[config.mk]
export PLATFORM = sky130hd
export DESIGN_NAME = ifdef_cond_stack
export DESIGN_NICKNAME = d
export VERILOG_FILES = /design/src/rtl/ifdef_cond_stack.sv
export SDC_FILE = /design/constraint.sdc
export NUM_CORES = 1
export LEC_CHECK = 0
export BUFFER_PORTS_ARGS = -buffer_cell sky130_fd_sc_hd__buf_4
export CORE_UTILIZATION = 45
export CTS_CLUSTER_SIZE = 8
export DETAILED_ROUTE_END_ITERATION = 16
export GPL_TIMING_DRIVEN = 0
export SYNTH_ARGS = -nofsm -noshare
export SYNTH_HDL_FRONTEND = slang
export SYNTH_SLANG_ARGS = --single-unit
[constraint.sdc]
create_clock -name clk -period 3.9 [get_ports clk]
set_input_delay 0.39 -clock clk [delete_from_list [all_inputs] [get_ports clk]]
set_output_delay 0.39 -clock clk [all_outputs]
set_load 0.03 [all_outputs]
[src/rtl/ifdef_cond_stack.sv]
// Conditional-compilation sequencer: tags preprocessor tokens live/dead using a macro table
// and an ifdef nesting stack, with a one-deep registered output stage.
module ifdef_cond_stack #(
    parameter int unsigned DEPTH = 8,
    parameter int unsigned SYM_W = 4,
    localparam int unsigned DW   = $clog2(DEPTH + 1),
    localparam int unsigned NSYM = 2 ** SYM_W
) (
    input  logic             clk,
    input  logic             rst,
    input  logic             in_valid,
    output logic             in_ready,
    input  logic [2:0]       in_op,
    input  logic [SYM_W-1:0] in_sym,
    input  logic             in_last,
    output logic             out_valid,
    input  logic             out_ready,
    output logic [2:0]       out_op,
    output logic [SYM_W-1:0] out_sym,
    output logic             out_active,
    output logic [DW-1:0]    depth,
    output logic [NSYM-1:0]  def_mask,
    output logic             err,
    output logic [1:0]       err_code
);

    localparam logic [2:0] OpLine   = 3'd0;
    localparam logic [2:0] OpDefine = 3'd1;
    localparam logic [2:0] OpUndef  = 3'd2;
    localparam logic [2:0] OpIfdef  = 3'd3;
    localparam logic [2:0] OpIfndef = 3'd4;
    localparam logic [2:0] OpElsif  = 3'd5;
    localparam logic [2:0] OpElse   = 3'd6;
    localparam logic [2:0] OpEndif  = 3'd7;

    localparam logic [1:0] ErrNone     = 2'd0;
    localparam logic [1:0] ErrOverflow = 2'd1;
    localparam logic [1:0] ErrOrphan   = 2'd2;
    localparam logic [1:0] ErrUnterm   = 2'd3;

    logic [DEPTH-1:0] stk_par_q, stk_taken_q, stk_cur_q, stk_else_q;
    logic [DEPTH-1:0] stk_par_d, stk_taken_d, stk_cur_d, stk_else_d;
    logic [DW-1:0]    depth_d, top;
    logic [NSYM-1:0]  def_mask_d;
    logic             live, top_par, top_taken, top_else, hit, branch, act, drop, accept;
    logic [1:0]       code;

    assign in_ready = !out_valid || out_ready;
    assign accept   = in_valid && in_ready;

    always_comb begin
        top       = depth - DW'(1);
        live      = 1'b1;
        top_par   = 1'b0;
        top_taken = 1'b0;
        top_else  = 1'b0;
        for (int i = 0; i < int'(DEPTH); i++) begin
            if (depth != '0 && DW'(i) == top) begin
                live      = stk_cur_q[i];
                top_par   = stk_par_q[i];
                top_taken = stk_taken_q[i];
                top_else  = stk_else_q[i];
            end
        end
        hit         = def_mask[in_sym];
        stk_par_d   = stk_par_q;
        stk_taken_d = stk_taken_q;
        stk_cur_d   = stk_cur_q;
        stk_else_d  = stk_else_q;
        depth_d     = depth;
        def_mask_d  = def_mask;
        drop        = 1'b0;
        code        = ErrNone;
        branch      = 1'b0;
        act         = live;

        case (in_op)
            OpDefine: if (live) def_mask_d[in_sym] = 1'b1;
            OpUndef:  if (live) def_mask_d[in_sym] = 1'b0;
            OpIfdef, OpIfndef: begin
                if (depth == DW'(DEPTH)) begin
                    drop = 1'b1;
                    code = ErrOverflow;
                end else begin
                    branch = live && (hit ^ (in_op == OpIfndef));
                    for (int i = 0; i < int'(DEPTH); i++) begin
                        if (DW'(i) == depth) begin
                            stk_par_d[i]   = live;
                            stk_cur_d[i]   = branch;
                            stk_taken_d[i] = branch;
                            stk_else_d[i]  = 1'b0;
                        end
                    end
                    depth_d = depth + DW'(1);
                    act     = branch;
                end
            end
            OpElsif, OpElse: begin
                if (depth == '0 || top_else) begin
                    drop = 1'b1;
                    code = ErrOrphan;
                end else begin
                    branch = top_par && !top_taken && (in_op == OpElse || hit);
                    for (int i = 0; i < int'(DEPTH); i++) begin
                        if (DW'(i) == top) begin
                            stk_cur_d[i]   = branch;
                            stk_taken_d[i] = top_taken || branch || (in_op == OpElse);
                            stk_else_d[i]  = (in_op == OpElse);
                        end
                    end
                    act = branch;
                end
            end
            OpEndif: begin
                if (depth == '0) begin
                    drop = 1'b1;
                    code = ErrOrphan;
                end else begin
                    depth_d = top;
                    act     = top_par;
                end
            end
            default: ;
        endcase

        // End of stream closes every open block; the macro table survives.
        if (in_last) begin
            if (depth_d != '0 && code == ErrNone) code = ErrUnterm;
            depth_d     = '0;
            stk_par_d   = '0;
            stk_taken_d = '0;
            stk_cur_d   = '0;
            stk_else_d  = '0;
        end
    end

    always_ff @(posedge clk) begin
        if (rst) begin
            out_valid   <= 1'b0;
            out_op      <= 3'd0;
            out_sym     <= '0;
            out_active  <= 1'b0;
            depth       <= '0;
            def_mask    <= '0;
            err         <= 1'b0;
            err_code    <= ErrNone;
            stk_par_q   <= '0;
            stk_taken_q <= '0;
            stk_cur_q   <= '0;
            stk_else_q  <= '0;
        end else if (accept) begin
            out_valid  <= !drop;
            out_op     <= in_op;
            out_sym    <= in_sym;
            out_active <= act;
            if (!drop) begin
                def_mask    <= def_mask_d;
                stk_par_q   <= stk_par_d;
                stk_taken_q <= stk_taken_d;
                stk_cur_q   <= stk_cur_d;
                stk_else_q  <= stk_else_d;
            end
            depth <= drop ? (in_last ? '0 : depth) : depth_d;
            if (in_last) begin
                stk_par_q   <= '0;
                stk_taken_q <= '0;
                stk_cur_q   <= '0;
                stk_else_q  <= '0;
            end
            if (code != ErrNone) begin
                err <= 1'b1;
                if (!err) err_code <= code;
            end
        end else if (out_ready) begin
            out_valid <= 1'b0;
        end
    end

endmodule

# Yosys cells after proc, flatten, opt, wreduce, memory -nomap -nowiden
# Index checks and enable logic that the tools add are counted.
[word_totals]
wordCells = 283
regBits = 64
output_inout_bits = 33
[classes]
n_reduce_logical = 62
n_addsub = 2
n_eq_ne = 44
order_cmp = 2
n_mux = 127
n_bitwise = 6
[ops]
columns = ["cell", "n"]
rows = [
  ["two-way mux 8 bit", 15],
  ["two-way mux 1 bit", 91],
  ["AND reduction 7 bit", 8],
  ["!= test 3 bit, second input constant", 18],
  ["case mux 8 bit (2 select lines)", 3],
  ["AND reduction 5 bit", 9],
  ["equality test 3 x 4 -> 1 bit, first input constant", 8],
  ["two-way mux 16 bit", 2],
  ["case mux 16 bit (2 select lines)", 1],
  ["nonzero test 2 bit", 12],
  ["two-way mux 4 bit", 5],
  ["AND 16 bit", 1],
  ["equality test 2 x 4 -> 1 bit, first input constant", 4],
  ["NOT 16 bit", 1],
  ["OR 16 bit", 1],
  ["logical AND 1 bit", 14],
  ["equality test 3 bit, second input constant", 4],
  ["equality test 1 x 4 -> 1 bit, first input constant", 2],
  ["logical NOT 4 bit", 2],
  ["two-way mux 2 bit", 4],
  ["!= test 2 bit, second input constant", 4],
  ["case mux 4 bit (2 select lines)", 1],
  ["nonzero test 4 bit", 2],
  ["equality test 3 x 2 -> 1 bit, second input constant", 2],
  ["other kinds (19)", 29],
]

# Logic depth before layout (Yosys ltp)
# Gate-level depths: netlist of the first run.
[depth]
ltp_word = 21
mapped_depth = 13

# Worst setup path before layout of the first run
# Ideal clock, no wire load.
[synth_path]
kind = "reg-to-reg"
from = "register depth[1]"
to = "register stk_cur_q[0]"
required_time_ps = 3779
period_less_slack_ps = 3229
t_arrival_ps = 3108
setup_slack_ps = 671
path_stages_with_launch = 12
cell_sequence = "dfxtp_1 > inv_1 > ha_1 > buf_2 > or3b_1 > o31a_1 > buf_6 > nand2b_4 > a2111oi_4 > nor3_2 > a31oi_2 > mux2_2"
[synth_via]
elab_chain_cells = 19
word_cells_on_any_way = 74
classes_between = "1 x add/sub; 13 x eq/ne; 43 x mux; 17 x reduce/logical"
[synth_lines]
columns = ["item", "line_no", "rtl"]
rows = [
  ["start, declared", "21", "output logic [DW-1:0] depth,"],
  ["start signal, assigned", "163", "depth <= drop ? (in_last ? '0 : depth) : depth_d;"],
  ["subtractor 4 x 1 -> 4 bit", "52", "top = depth - DW'(1);"],
  ["logical NOT 4 bit", "58, 105", ""],
  ["logical AND 1 bit", "58", "if (depth != '0 && DW'(i) == top) begin"],
  ["two-way mux 1 bit (8 in series)", "58", ""],
  ["logical NOT 1 bit", "103", "branch = top_par && !top_taken && (in_op == OpElse || hit);"],
  ["logical AND 1 bit (2 in series)", "103", ""],
  ["two-way mux 1 bit", "105", "if (DW'(i) == top) begin"],
  ["two-way mux 8 bit", "99", "if (depth == '0 || top_else) begin"],
  ["case mux 8 bit (2 select lines)", "77", "case (in_op)"],
  ["two-way mux 8 bit", "156", "if (!drop) begin"],
  ["two-way mux 8 bit", "164", "if (in_last) begin"],
  ["end signal, assigned", "160", "stk_cur_q <= stk_cur_d;"],
  ["end, declared", "41", "logic [DEPTH-1:0] stk_par_q, stk_taken_q, stk_cur_q, stk_else_q;"],
]
# Several ways; a longest one is shown, not always the timed one. The select of a mux whose other input is x is not followed.
# A chain may end at the register's enable or synchronous reset.

# Worst setup path after layout of the first run
[layout_path]
from = "register depth[0]"
to = "register stk_taken_q[1]"
[layout_via]
elab_chain_cells = 21
word_cells_on_any_way = 77
classes_between = "1 x add/sub; 14 x eq/ne; 43 x mux; 19 x reduce/logical"
[layout_lines]
columns = ["item", "line_no", "rtl"]
rows = [
  ["subtractor 4 x 1 -> 4 bit", "52", ""],
  ["logical NOT 4 bit", "58", ""],
  ["logical AND 1 bit", "58", ""],
  ["two-way mux 1 bit (8 in series)", "58", ""],
  ["logical NOT 1 bit", "103", ""],
  ["logical AND 1 bit (2 in series)", "103", ""],
  ["logical OR 1 bit (2 in series)", "107", "stk_taken_d[i] = top_taken || branch || (in_op == OpElse);"],
  ["two-way mux 1 bit", "105", ""],
  ["two-way mux 8 bit", "99", ""],
  ["case mux 8 bit (2 select lines)", "77", ""],
  ["two-way mux 8 bit", "156", ""],
  ["two-way mux 8 bit", "164", ""],
  ["end signal, assigned", "159", "stk_taken_q <= stk_taken_d;"],
  ["end, declared", "41", ""],
]
# Several ways; a longest one is shown, not always the timed one. The select of a mux whose other input is x is not followed.

==> results of run 1 <==
[path summary, 6_finish.rpt]
path                                                     to  slack [ps]  cells after the start
worst min register to register      out_sym[2]$_SDFFE_PP0P_         460                      2
worst max-delay path            stk_taken_q[1]$_SDFFE_PP0P_         250                     10
worst min-delay path                 out_valid$_SDFFE_PP0P_         310                      3
worst max register to register  stk_taken_q[1]$_SDFFE_PP0P_         250                     10
[cell usage in the layout (no fill, tap or decap), types with 7 or more instances in the layout]
master | Yosys | layout
nand2b_1 | 8 | 8
a211oi_1 | 8 | 8
dfxtp_1 | 64 | 64
nand2_1 | 56 | 56
clkbuf_1 | 28 | 27
nand4_1 | 7 | 7
nand3_1 | 19 | 19
inv_1 | 14 | 14
nand3b_1 | 8 | 8
buf_4 | 0 | 41
ha_1 | 8 | 8
mux2_2 | 19 | 19
o21ai_0 | 15 | 15
mux2i_1 | 15 | 15
clkbuf_8 | 0 | 11
nor2_1 | 35 | 35
o211ai_1 | 7 | 7
a21oi_1 | 60 | 60
nor2b_1 | 22 | 22
a32o_1 | 8 | 8
buf_2 | 9 | 9
nor3_1 | 8 | 8
[cell type report]
cell class | count | area (um^2)
Inverter | 16 | 60.1
Buffer | 41 | 181
Clock buffer | 11 | 151
Sequential cell | 64 | 1280
Multi-Input combinational cell | 396 | 2680
Tap cell | 108 | 135
Clock inverter | 5 | 86.3
Fill cell | 866 | 3960
Timing Repair Buffer | 41 | 308
[per-layer routing]
layer | vias up | wire length (um)
met4 | 0 | 207
met2 | 130 | 5750
li1 | 2005 | -
met3 | 15 | 745
met1 | 1980 | 5850
met5 | - | 0
[through the flow]
step | std cells | total power [mW] | setup slack (ps) | util, %
after floorplan | 517 | 0.889 | 671 | -
after global placement | 666 | 0.971 | 211 | 52.2
after detailed placement | 666 | 0.975 | 120 | 52.2
after CTS | 682 | 1.66 | 115 | 54.9
after global routing | 682 | 1.72 | 42.7 | 55.2
final | 682 | 1.66 | 245 | 55.2
[worst register-to-register path, stage by stage, from the launching register on]
cell,delay [ps]
dfxtp_1,510
buf_6,180
inv_1,130
ha_1,340
nor2b_1,190
or4_1,500
o21a_1,150
o32ai_2,540
a21boi_1,260
nor3_2,540
mux2_2,270
[what timing repair did]
item / in CTS / in global routing
setup buffers: 0 / 0
setup endpoints to repair: 0 / 17
resized for setup: 0 / 5
[logic make-up after synthesis]
group,count (synthesis)
compound gates,154
xor+xnor,2
fa+ha+maj,8
buf+inv,57
flops,64
mux,36
simple gates,196
[report_power, final]
part / switching (mW) / internal (mW) / total, mW
logic: 0.185 / 0.0927 / 0.278
registers: 0.0138 / 0.676 / 0.690
clock network: 0.288 / 0.401 / 0.689
==> impl_metrics.ini, run 1 <==
[status]
status = completed

[layout]
n_antenna_cell = 0
nNetsFinal = 589
areaGrowthSynthToFinish_pct = 17.0
drive_above_1_share_pct = 18.6
fin_area_mm2 = 0.00488

[yosys]
synth_top_cell_by_area = dfxtp_1
synth_nets = 537
synth_top_family_by_area = compound AO/OA/AOI/OAI gates
yosysTopAreaCellShare_pct = 30.7
synthCells = 517
synthFlopType = dfxtp_1
syn_avg_cell_area_um2 = 8.08
synth_edf_count = 0
synth_compound_area_share_pct = 26.1
synth_cell_type_count = 71
synth.most_common_cell = dfxtp_1
async_reset_ff_share_pct = 0
synth_warnings = 0
synthTopCellsByArea = dfxtp_1 31%, a21oi_1 7.2%, mux2_2 5.1%, nand2_1 5.0%, mux2i_1 3.6%
netlist_area_mm2 = 0.00418
synthMuxAreaShare_pct = 9.80
synth_adder_area_share_pct = 2.40
ys_seq_area_share_pct = 30.7
synth_common_cells = 64 x dfxtp_1, 60 x a21oi_1, 56 x nand2_1
synth-simple-area-share_pct = 24.8
ys_seq_elements = 64
synth_xor_area_share_pct = 0.420

[worst_setup_path]
r2r_start = depth[0]$_SDFFE_PP0P_
crit_chain = buf_6, inv_1, ha_1, nor2b_1, or4_1, o21a_1, o32ai_2, a21boi_1, nor3_2, mux2_2
slowest_delay_ps = 540
criticalPathCategory = flop to flop
required_ps = 4190
worstPathMaxFanout = 8
crit_arrival_ps = 3950
critPathSlowestCell = o32ai_2
critPathLaunch = depth[0]$_SDFFE_PP0P_
start_kind = flop
crit_path_end_kind = flop
critPathTopFamily = simple AND/OR/NAND/NOR gates
worst-path-buf-inv = 2

[clock_tree]
tritoncts = built
clock_path_buffers = 2
path_clk_slew_ps = 80
cts_hold_buf = 0
clkLatencyLatePin_ps = 350
cts.sinks = 64
root_buffer = clkbuf_8
cts_buffers = 9
htreeDepth = 3

[global_route]
antenna_found_initial = 0
globalRouteOverflowTotal = 0
grt_pass1_vias = 3809
gr-max-usage-layer = met2
grtUsageMet2_pct = 42.2
met1_usage_pct = 36.8
grt_pass1_wl_mm = 20.1
grt_max_degree = 13
use_met3_pct = 4.87
grtUsageTotal_pct = 26.7

[sta]
slew_headroom_pct = 50.8
fin_worst_skew_ps = 8.80
whs_ps = 309
post-route-period-util_pct = 93.7
finalHoldViolations = 0
setup_viol = 0
rsz0062_at_grt = no
worst_pin_slew_ps = 738
layout_min_cycle_time_ps = 3650
tns_ps = 0
maxSlewViolCount = 0
fmax_ghz = 0.274

[floorplan]
die_area_mm2 = 0.00967
core_mm2 = 0.00885
chipWidth_um = 98.3
start_util_pct = 47.2
rows = 34
die_y_um = 98.3
ios = 45

[place]
port_buffers = 41
postPlaceCellArea_mm2 = 0.00462
hpwlAfterDp_mm = 9.21
place_congestion = 0.863

[route]
wl_mm = 12.6
drt_iter0_drc = 314
drtPass1Iterations = 7
post-route-drc-count = 0
detail_route.wl_per_cell_um = 18.4
num_vias = 4130
drtAntennaViolNets = 0
viasPerCell = 6.06

[min_path]
hp-class = primary input to flop
min_from = in_valid

[flow_run]
timing.max_cap.violations = 0

[power_and_ir_drop]
power_density_mw_per_mm2 = 339
power.leakage_nw = 1.91
vdd_ir_drop_max_mv = 0.199
Note: power is estimated with default switching activity, not from simulation.
==> inputs of run 2 (changes only) <==
--- a/config.mk
+++ b/config.mk
@@ -7,8 +7,8 @@
 export LEC_CHECK = 0
 export BUFFER_PORTS_ARGS = -buffer_cell sky130_fd_sc_hd__buf_4
+export CORE_ASPECT_RATIO = 1.5
 export CORE_UTILIZATION = 45
 export CTS_CLUSTER_SIZE = 8
 export DETAILED_ROUTE_END_ITERATION = 16
-export GPL_TIMING_DRIVEN = 0
 export SYNTH_ARGS = -nofsm -noshare
 export SYNTH_HDL_FRONTEND = slang
==> constraint.sdc (replaced) <==
create_clock -name clk -period 3.9 [get_ports clk]
set_input_delay 0.39 -clock clk [delete_from_list [all_inputs] [get_ports clk]]
set_output_delay 0.39 -clock clk [all_outputs]
set_load 0.05 [all_outputs]
==> run 2 against run 1 <==
Net effect:
- combinational power is 3% higher
- first-iteration DRC count is 28% lower
- cell count fell by 3.2%
- critical path depth is 1 lower
- setup slack lost 81 ps
- clock power rose by 28%
- power rose by 12%
- via count fell by 1.4%
- global-route usage is 0.53 points higher
- die area about the same
- largest cell class unchanged
- highest routed layer unchanged
==> impl_metrics.ini, run 2 (synthesis results as in run 1) <==
[layout]
nNetsFinal = 565
final_common_cell = dfxtp_1
n_antenna_cell = 0
fin_area_mm2 = 0.00490
drive_above_1_share_pct = 20.2
areaGrowthSynthToFinish_pct = 17.3
mostFrequentLayoutCells = 64 x dfxtp_1, 60 x a21oi_1, 58 x buf_4, 56 x nand2_1, 35 x nor2_1

[worst_setup_path]
rr_endpoint = stk_taken_q[6]$_SDFFE_PP0P_
worstPathMaxFanout = 18
critPathSlowestCell = a2111oi_0
worstRegToRegCells = 9
reg2reg_slack_ps = 160
slowest_delay_ps = 710
crit_chain = inv_1, ha_1, or3b_1, o31a_1, a211oi_1, a21oi_1, a2111oi_0, nor3_2, mux2_2
r2r_start = depth[0]$_SDFFE_PP0P_
crit_arrival_ps = 3960
crit_path_end_kind = flop
required_ps = 4120
start_kind = flop
criticalPathCategory = flop to flop

[global_route]
antenna_found_initial = 0
globalRouteOverflowTotal = 0
grt_pass1_vias = 3854
grtUsageTotal_pct = 27.2
grt_pass1_wl_mm = 19.7
grt_max_degree = 43

[min_path]
min_to = out_valid$_SDFFE_PP0P_
hp-class = primary input to flop
min_from = in_valid
whs_path_depth = 3

[sta]
worst_pin_slew_ps = 1130
post-route-period-util_pct = 95.8
maxSlewViolCount = 0
fmax_ghz = 0.268
layout_min_cycle_time_ps = 3740
finalHoldViolations = 0
whs_ps = 329
slew_headroom_pct = 24.1
setup_viol = 0
tns_ps = 0
fin_worst_skew_ps = 9.06
rsz0062_at_grt = no

[route]
drt_iter0_drc = 227
drtPass1Iterations = 5
wl_mm = 12.6
viasPerCell = 6.17
num_vias = 4074
drtAntennaViolNets = 0
detail_route.wl_per_cell_um = 19.0
post-route-drc-count = 0

[floorplan]
ios = 45
start_util_pct = 46.7
chipWidth_um = 80.7
die_area_mm2 = 0.00968
die_y_um = 120
rows = 42
core_mm2 = 0.00893

[clock_tree]
clkLatencyLatePin_ps = 330
tritoncts = built
ctsResizeCount = 0
cts_hold_buf = 0
cts_setup_buffers = 0
htreeDepth = 3
root_buffer = clkbuf_16
cts.sinks = 64
clock_path_buffers = 2
cts_buffers = 9
path_clk_slew_ps = 60

[power_and_ir_drop]
p_switching_mw = 0.515
clkPwrFrac_pct = 47.5
comb_power_share_pct = 15.4
cellInternalPower_mw = 1.35
switching_share_pct = 27.6
p_seq_share_pct = 37.1
power_density_mw_per_mm2 = 381
power.leakage_nw = 1.92
vdd_ir_drop_max_mv = 0.211

[place]
port_buffers = 44
hpwlAfterDp_mm = 9.10
postPlaceCellArea_mm2 = 0.00457
place_congestion = 0.913

[flow_run]
timing.max_cap.violations = 0

[status]
status = completed
-- run 2: cell count changes in the layout (fill, tap and decap cells not counted), moves of 2 or more --
cell	delta
clkbuf_8	-10
buf_4	+17
buf_1	-2
buf_2	-9
clkbuf_16	+9
buf_6	-2
clkbuf_1	-27
-- run 2: worst max path at each step --
stage,start,endpoint,slack (ps),depth (start not counted)
6_report,depth[0]$_SDFFE_PP0P_,stk_taken_q[6]$_SDFFE_PP0P_,160,9
5_1_grt,depth[0]$_SDFFE_PP0P_,stk_taken_q[4]$_SDFFE_PP0P_,50,9
4_1_cts,depth[0]$_SDFFE_PP0P_,stk_cur_q[5]$_SDFFE_PP0P_,260,9
3_5_place_dp,depth[0]$_SDFFE_PP0P_,stk_cur_q[3]$_SDFFE_PP0P_,270,9
3_3_place_gp,depth[0]$_SDFFE_PP0P_,stk_cur_q[5]$_SDFFE_PP0P_,390,9
2_1_floorplan,depth[1]$_SDFFE_PP0P_,stk_cur_q[0]$_SDFFE_PP0P_,500,11
-- run 2: cell type report --
type / instances / area [um^2]
clock buffer: 10 / 239
inverter: 16 / 60.1
multi-input combinational: 396 / 2650
sequential: 64 / 1280
fill: 885 / 4040
tap: 110 / 138
timing repair buffer: 58 / 435
clock inverter: 6 / 90.1
-- run 2: through the flow --
step | instances | util [%] | power [mW] | setup WS (ps)
final | 660 | 54.8 | 1.86 | 164
after global routing | 660 | 54.8 | 1.93 | 49.8
after CTS | 660 | 54.8 | 1.88 | 258
after detailed placement | 644 | 51.1 | 0.992 | 267
after global placement | 644 | 51.1 | 0.988 | 387
after floorplan | 517 | - | 0.905 | 496
-- run 2: worst max-delay path: cells and delay by family (launching register included) --
family	cells	cell delay, ps
AO/OA/AOI/OAI	4	1350
AND/OR/NAND/NOR	2	670
flip-flops	1	580
adder cells (fa/ha/maj)	1	470
multiplexers	1	320
buffers and inverters	1	220
-- run 2: routing by layer --
metal / vias to the layer above / global-route usage, % / routed length, um
li1: 1966 / - / -
met1: 1937 / 30.1 / 5040
met5: - / 0 / 0
met4: 0 / 16.1 / 584
met3: 34 / 4.94 / 518
met2: 137 / 47.2 / 6430
-- run 2: power by group through the flow --
stage / Combinational, mW / Clock, mW / Sequential, mW
after floorplan: 0.169 / 0 / 0.736
after global placement: 0.283 / 0 / 0.706
after detailed placement: 0.286 / 0 / 0.706
after CTS: 0.287 / 0.897 / 0.692
after global routing: 0.309 / 0.931 / 0.694
final: 0.287 / 0.884 / 0.692
==> inputs of run 3 (changes only) <==
GPL_TIMING_DRIVEN = 0   (was unset)
PLACE_DENSITY = 0.66   (was unset)
clock period = 3.2 ns   (was 3.9 ns; I/O delays follow)
==> run 3 against run 2 <==
Net effect:
- power is 19% higher
- flip-flop and latch count stayed put
- non-clock buffer count is 40 higher
- via count is 5.5% higher
==> impl_metrics.ini, run 3 (synthesis results as in run 1) <==
[layout]
fillerInstances = 852
drive_above_1_share_pct = 24.4
instances_no_fill = 700
fin_area_mm2 = 0.00521
nNetsFinal = 605
multi_input_area_mm2 = 0.00279
seq_area_mm2 = 0.00129
areaGrowthSynthToFinish_pct = 24.8
final_common_cell = dfxtp_1
n_antenna_cell = 0
mostFrequentLayoutCells = 62 x dfxtp_1, 59 x a21oi_1, 58 x buf_4, 56 x nand2_1, 35 x nor2_1

[worst_setup_path]
r2r_start = depth[0]$_SDFFE_PP0P_
crit_chain = buf_6, clkinvlp_4, ha_4, or3b_4, o31a_1, buf_6, or3_4, a31oi_4, nor3_2, a31oi_2, mux2_2
crit_arrival_ps = 3340
critPathTopFamily = simple AND/OR/NAND/NOR gates
slowest_delay_ps = 400
criticalPathCategory = flop to flop
critPathSlowestCell = or3_4
worst-path-buf-inv = 3
required_ps = 3430
crit_path_end_kind = flop
worstPathMaxFanout = 10
critPathLaunch = depth[0]$_SDFFE_PP0P_
start_kind = flop
critPathMostFrequentCell = buf_6

[sta]
worst_pin_slew_ps = 712
setup_viol = 0
fin_worst_skew_ps = 4.50
layout_min_cycle_time_ps = 3110
maxSlewViolCount = 0
fmax_ghz = 0.322
post-route-period-util_pct = 97.1
layout_setup_ws_ps = 92.1
slew_headroom_pct = 52.5
finalHoldViolations = 0

[clock_tree]
cts.sinks = 64
path_clk_slew_ps = 50
root_buffer = clkbuf_16
cts_hold_buf = 0
cts_buffers = 9
clkLatencyLatePin_ps = 340
htreeDepth = 3
clock_path_buffers = 2
tritoncts = built

[global_route]
antenna_found_initial = 0
grt_pass1_vias = 4186
grt_max_degree = 14
grtUsageTotal_pct = 29.0
globalRouteOverflowTotal = 0
grt_pass1_wl_mm = 21.1

[place]
preCtsSetupSlack_ps = -489
postPlaceCellArea_mm2 = 0.00462
hpwlAfterDp_mm = 9.90
port_buffers = 41
place_congestion = 0.973
dp.cells = 668

[status]
status = completed

[floorplan]
chipWidth_um = 80.7
start_util_pct = 46.7
die_y_um = 120
ios = 45
core_mm2 = 0.00893
die_area_mm2 = 0.00968
rows = 42

[min_path]
min_from = in_valid
hp-class = primary input to flop

[flow_run]
timing.max_cap.violations = 0

[power_and_ir_drop]
power_density_mw_per_mm2 = 427
p_total_mw = 2.22
clkPwrFrac_pct = 45.0
switching_share_pct = 29.9
p_switching_mw = 0.664
comb_power_share_pct = 17.2
cellInternalPower_mw = 1.56
vdd_ir_drop_max_mv = 0.325
p_seq_share_pct = 37.8
power.leakage_nw = 2.04

[route]
num_vias = 4299
drtPass1Iterations = 6
drtAntennaViolNets = 0
wl_mm = 13.4
detail_route.wl_per_cell_um = 19.1
post-route-drc-count = 0
viasPerCell = 6.14
drt_iter0_drc = 328
## run 3: cell type report
class,instances,area share [%]
multi-input cells,396,53.5
clock inverters,7,1.51
well taps,110,2.64
inverters,16,1.30
repair buffers,58,8.36
plain buffers,40,3.60
flip-flops and latches,64,24.7
clock buffers,9,4.32
## run 3: worst paths after layout
kind | endpoint | cells past startpoint | slack [ps]
worst max-delay path | stk_cur_q[0]$_SDFFE_PP0P_ | 11 | 90
worst min-delay path | out_valid$_SDFFE_PP0P_ | 3 | 250
worst max register to register | stk_cur_q[0]$_SDFFE_PP0P_ | 11 | 90
worst min register to register | out_sym[1]$_SDFFE_PP0P_ | 2 | 460
## run 3: power by group through the flow
stage	sequential, mW	combinational [mW]	clock [mW]
2_1_floorplan	0.897	0.206	0
3_3_place_gp	0.858	0.349	0
3_5_place_dp	0.859	0.352	0
4_1_cts	0.841	0.370	1.02
5_1_grt	0.843	0.409	1.05
6_report	0.840	0.383	0.999
## run 3: worst register-to-register path, cell delays in order, from the launching register on
cell	delay, ps
dfxtp_4	390
buf_6	150
clkinvlp_4	150
ha_4	220
or3b_4	390
o31a_1	130
buf_6	150
or3_4	400
a31oi_4	260
nor3_2	120
a31oi_2	280
mux2_2	370
## run 3: stage by stage
stage                     setup TNS [ps]  hold slack (ps)  utilization, %
after floorplan                        0              449               -
after global placement            -13040              446            51.8
after detailed placement          -14090              453            51.8
after CTS                          -32.8              236            57.0
after global routing               -57.0              256            58.3
final                                  0              247            58.3
## run 3: timing repair
item,in CTS,in global routing
pin swaps,6,4
resized for setup,22,16
cloned,0,0
setup endpoints to repair,48,44
setup buffers,7,10
## run 3: routing by layer
| metal | share of wire (%) | GRT usage, % |
|---|---|---|
| met3 | 5.1 | 4.26 |
| met4 | 6.0 | 21.8 |
| met1 | 37 | 30.7 |
| met5 | 0 | 0 |
| met2 | 51 | 50.4 |
